--- src/rtl/wave_capture_mc.sv ---
// Multi-channel triggered waveform capture into a double-banked sample RAM.
// Ports: clk/reset; sample strobe, data and channel tag; trigger mode, level
// and arm; display-idle handshake; registered RAM write port (address,
// enable, offset-binary sample); read_index bank select; capturing/held.
module wave_capture_mc #(
    parameter int IN_WIDTH  = 16,
    parameter int OUT_WIDTH = 8,
    parameter int DEPTH     = 9,
    parameter int CH_BITS   = 1
) (
    input  logic                          clk,
    input  logic                          reset,
    input  logic                          new_sample_ready,
    input  logic signed [IN_WIDTH-1:0]    new_sample_in,
    input  logic [CH_BITS-1:0]            sample_channel,
    input  logic [1:0]                    trig_mode,
    input  logic signed [IN_WIDTH-1:0]    trig_level,
    input  logic                          arm,
    input  logic                          wave_display_idle,
    output logic [CH_BITS+DEPTH:0]        write_address,
    output logic                          write_enable,
    output logic [OUT_WIDTH-1:0]          write_sample,
    output logic                          read_index,
    output logic                          capturing,
    output logic                          held
);

    typedef enum logic [1:0] {
        ARMED,
        ACTIVE,
        WAIT,
        HOLD
    } state_t;

    localparam logic [OUT_WIDTH-1:0] MSB_MASK =
        OUT_WIDTH'(1) << (OUT_WIDTH - 1);

    state_t                       state;
    state_t                       state_n;
    logic [DEPTH-1:0]             idx;
    logic [DEPTH-1:0]             idx_n;
    logic signed [IN_WIDTH-1:0]   prev_trig;
    logic                         toggle;

    logic                         we_d;
    logic [CH_BITS+DEPTH:0]       addr_d;
    logic [OUT_WIDTH-1:0]         sample_d;

    logic                         ch0;
    logic                         last_ch;
    logic                         rise;
    logic                         fall;
    logic                         hit;
    logic                         trig;

    assign ch0     = (sample_channel == '0);
    assign last_ch = &sample_channel;
    assign rise    = (prev_trig < trig_level) &&
                     (new_sample_in >= trig_level);
    assign fall    = (prev_trig >= trig_level) &&
                     (new_sample_in < trig_level);

    always_comb begin
        hit = 1'b0;
        unique case (trig_mode)
            2'b00:   hit = rise;
            2'b01:   hit = fall;
            2'b10:   hit = 1'b1;
            default: hit = rise;
        endcase
    end

    assign trig = new_sample_ready && ch0 && hit;

    always_comb begin
        state_n  = state;
        idx_n    = idx;
        toggle   = 1'b0;
        we_d     = 1'b0;
        addr_d   = write_address;
        sample_d = write_sample;
        unique case (state)
            ARMED: begin
                // Trigger sample always lands at channel 0, index 0.
                if (trig) begin
                    we_d    = 1'b1;
                    addr_d  = {~read_index, {CH_BITS{1'b0}},
                               {DEPTH{1'b0}}};
                    state_n = ACTIVE;
                end
            end
            ACTIVE: begin
                if (new_sample_ready) begin
                    we_d   = 1'b1;
                    addr_d = {~read_index, sample_channel, idx};
                    // One index step per full channel sweep.
                    if (last_ch) begin
                        if (&idx) begin
                            idx_n   = '0;
                            state_n = WAIT;
                        end else begin
                            idx_n = idx + 1'b1;
                        end
                    end
                end
            end
            WAIT: begin
                if (wave_display_idle) begin
                    toggle  = 1'b1;
                    state_n = (trig_mode == 2'b11) ? HOLD : ARMED;
                end
            end
            default: begin
                // A trigger coinciding with arm is not captured.
                if (arm) begin
                    state_n = ARMED;
                end
            end
        endcase
        if (we_d) begin
            sample_d = new_sample_in[IN_WIDTH-1 -: OUT_WIDTH] ^ MSB_MASK;
        end
    end

    always_ff @(posedge clk or posedge reset) begin
        if (reset) begin
            state      <= ARMED;
            idx        <= '0;
            prev_trig  <= '0;
            read_index <= 1'b0;
        end else begin
            state <= state_n;
            idx   <= idx_n;
            if (new_sample_ready && ch0) begin
                prev_trig <= new_sample_in;
            end
            if (toggle) begin
                read_index <= ~read_index;
            end
        end
    end

    always_ff @(posedge clk or posedge reset) begin
        if (reset) begin
            write_enable  <= 1'b0;
            write_address <= '0;
            write_sample  <= '0;
        end else begin
            write_enable  <= we_d;
            write_address <= addr_d;
            write_sample  <= sample_d;
        end
    end

    assign capturing = (state == ACTIVE);
    assign held      = (state == HOLD);

endmodule
--- config.mk ---
export PLATFORM = sky130hd
export DESIGN_NAME = wave_capture_mc
export DESIGN_NICKNAME = d
export VERILOG_FILES = /design/src/rtl/wave_capture_mc.sv
export SDC_FILE = /design/constraint.sdc
export NUM_CORES = 1
export LEC_CHECK = 0
export BUFFER_PORTS_ARGS = -buffer_cell sky130_fd_sc_hd__buf_2
export CAP_MARGIN = 20
export CORE_UTILIZATION = 50
export CTS_CLUSTER_DIAMETER = 200
export CTS_CLUSTER_SIZE = 20
export DETAILED_ROUTE_END_ITERATION = 12
export GPL_ROUTABILITY_DRIVEN = 0
export PLACE_DENSITY = 0.77
export SLEW_MARGIN = 40
export SYNTH_ARGS = -nofsm -noshare
export SYNTH_HDL_FRONTEND = slang
export SYNTH_SLANG_ARGS = --single-unit
--- constraint.sdc ---
create_clock -name clk -period 2.6 [get_ports clk]
set_input_delay 0.13 -clock clk [delete_from_list [all_inputs] [get_ports clk]]
set_output_delay 0.13 -clock clk [all_outputs]
set_load 0.01 [all_outputs]
==> impl_metrics.csv <==
group,metric,value,unit
status,outcome,"complete, but fails checks",
status,violations,"setup timing",
sta,fin_crit_sh,107,%
grt,grt_pass1_wl,11800,um
setup_path,worstPathBufferInverterCount,1,
route,drt_iter0_drc,126,
route,routed_wl,7090,um
setup_path,crit_required,2.80,ns
pwr,irDropWorstVdd,0.438,mV
synth,syn-cell-area,0.00298,mm2
synth,synthesis.nets,377,
clocking,htree_levels,2,
placed_design,place_inst,446,
grt,grt_max_degree,49,
sta,fin_skew,0.0115,ns
finish,diodes,0,
sta,fmax,0.361,GHz
sta,timing_hold_violations_final,0,
placed_design,portBuffers,62,
route,ant_nets,0,
run,timing.max_cap.violations,0,
die,core_area,0.00564,mm2
setup_path,crit_chain,"ha_1, nand4_1, nor2_1, o2bb2ai_1, or4_1, mux2i_1, mux2i_1, o41a_1, buf_12, mux2_4",
setup_path,arrival,2.97,ns
setup_path,crit_slowest_cell,"or4_1",
synth,yosys_warnings,0,
die,die_area,0.00628,mm2
finish,finalNonFillerCells,457,
grt,grt_pass1_vias,2634,
setup_path,critPathMaxStageDelay,0.50,ns
pwr,p_per_area,661,mW/mm2
die,dieHeight,79.2,um
finish,nets,462,
sta,setup_ws,-0.171,ns
sta,rsz0062_at_grt,"yes",
die,io_pins,63,
route,first_pass_iters,4,
synth,ys_ff_latch,48,
clocking,cts_tree,"yes",
placed_design,hpwl,5140,um
synth,synth_area_per_cell,9.94,um2
setup_path,cp_common_cell,"mux2i_1",
sta,tightest_slew,0.602,ns
grt,grt_overflow_total,0,
grt,grt_antenna_before_repair,0,
clocking,clk_pin_slew,0.09,ns
clocking,cts_root_buf,"clkbuf_8",
sta,finalCriticalPeriod,2.77,ns
synth,synth_top_flop_cell,"dfrtp_1",
die,die_x,79.2,um
clocking,cts_sinks,48,
pwr,power_leakage,1.86,nW
setup_path,crit_fanout,10,
worst_hold_path,hp-class,"in -> reg",
finish,drive_gt1_share,37.7,%
finish,fin_util,68.0,%
die,rows,27,
route,drc,0,
clocking,cts_max_path_buffers,2,
sta,setup-violations-final,14,
setup_path,worstSetupEndpointType,"flop",
setup_path,setup.worst_path.start_class,"flop",
synth,synth-edff-count,0,
sta,maxSlewViolCount,0,
sta,slew_headroom,59.9,%
clocking,clk_latency,0.31,ns
synth,syn-instance-count,300,
die,start_util,52.9,%
route,vias_per_cell,5.66,
synth,ys_types,40,
route,wl_per_cell,15.5,um
clocking,cts_made_buffers,5,
setup_path,crit_family,"simple AND/OR/NAND/NOR gates",
route,vias,2588,
finish,area_growth,28.6,%
synth,ys_seq_area_share,40.3,%
grt,grt_usage,24.3,%
synth,async_flop_share,100,%
setup_path,crit_type,"reg -> reg",
==> cell type report <==
| type | instances | area (um2) |
|---|---|---|
| clock inverter | 2 | 12.5 |
| tap | 72 | 90.1 |
| fill | 438 | 1800 |
| timing repair buffer | 86 | 513 |
| clock buffer | 5 | 68.8 |
| inverter | 38 | 145 |
| sequential | 48 | 1200 |
| multi-input combinational | 206 | 1810 |
==> through the flow <==
stage	setup TNS [ns]	total power [mW]	area (um2)	setup slack [ns]	hold slack, ns
floorplan	0	1.62	3040	0.0106	0.220
detailed placement	-1.79	1.96	3570	-0.227	0.254
CTS	-1.99	2.48	3770	-0.177	0.0737
finish	-1.38	2.54	3840	-0.171	0.0725
global placement	-1.58	1.92	3570	-0.210	0.372
global route	-4.22	2.72	3840	-0.305	0.0814
==> cell families (layout without fill, tap and decap cells) <==
group	Yosys count	count (layout)	share of synthesized area [%]
AOI/OAI and AO/OA	68	68	13.9
and+or+nand+nor	66	66	10.9
DFF	48	48	40.3
buffers and inverters	46	131	6.04
adders and majority gates	37	37	15.5
muxes	29	29	11.7
xor gates and xnor gates	6	6	1.76
==> flip-flops by register name (all words and copies together) (netlist names) <==
name / cells
read_index: 1
write_address: 11
write_enable: 1
write_sample: 8
prev_trig: 16
idx: 9
state: 2
==> cells in the mapped netlist (all sizes together) (2+ instances only) <==
cell | instances | area share [%]
mux2 | 25 | 10
or2 | 2 | 0.42
xor2 | 3 | 0.88
nand3 | 6 | 1.0
a22oi | 10 | 2.5
ha | 37 | 16
nor3 | 2 | 0.34
o21ai | 27 | 4.5
or3 | 3 | 0.63
nand4 | 11 | 2.3
nor2b | 5 | 1.0
a21oi | 16 | 2.7
nor2 | 12 | 1.5
o31ai | 2 | 0.50
inv | 38 | 4.8
clkbuf | 7 | 0.88
o211ai | 2 | 0.50
nand2 | 21 | 2.6
or4 | 2 | 0.50
dfrtp | 48 | 40
mux2i | 4 | 1.3
xnor2 | 3 | 0.88
==> cell usage in the layout, fill, tap and decap left out, drive strengths merged, types with 2 or more instances in the layout <==
| master | count |
|---|---|
| or3 | 3 |
| or2 | 2 |
| a21oi | 16 |
| o21ai | 27 |
| o211ai | 2 |
| xnor2 | 3 |
| mux2i | 4 |
| xor2 | 3 |
| nor2 | 12 |
| nand4 | 11 |
| dfrtp | 48 |
| nand2 | 21 |
| nor3 | 2 |
| inv | 38 |
| nand3 | 6 |
| buf | 85 |
| ha | 37 |
| or4 | 2 |
| a22oi | 10 |
| clkbuf | 5 |
| o31ai | 2 |
| nor2b | 5 |
| mux2 | 25 |
==> metal layers <==
metal | GRT usage [%] | wire length [um]
met1 | 29.4 | 3010
met4 | 10.5 | 172
met3 | 4.83 | 295
met2 | 41.8 | 3610
met5 | 0 | 0
==> tightest hold or removal path, cell delays in order <==
cell and delay (ns):
buf_2 0.09, nand2_1 0.04, o21ai_0 0.07
==> what timing repair did <==
action                                 4_1_cts  5_1_grt
gates resized for setup                     14       21
setup endpoints to repair                   20       21
endpoints found under the hold margin       48        0
setup buffers                                2        0
cloned                                       1        0
hold buffers                                 1        0
pin swaps                                    0        2
==> where the power goes <==
part | switching [mW] | leakage, nW | internal, mW | total, mW
registers | 0.164 | 0.597 | 0.919 | 1.08
clock network | 0.263 | 0.0400 | 0.183 | 0.446
logic | 0.491 | 1.23 | 0.518 | 1.01
total | 0.918 | 1.86 | 1.62 | 2.54
==> path summary, 6_finish.rpt <==
kind	to	slack, ns	from	depth (start not counted)
max in group asynchronous	prev_trig[0]	1.74	reset	3
max reg2reg	write_sample[2]	-0.17	prev_trig[8]	10
min	prev_trig[0]	0.07	new_sample_in[0]	3
max	write_sample[2]	-0.17	prev_trig[8]	10
min reg2reg	write_address[10]	0.50	read_index	1
min in group asynchronous	write_address[2]	0.45	reset	3
Power figures use the tool's default switching activity.
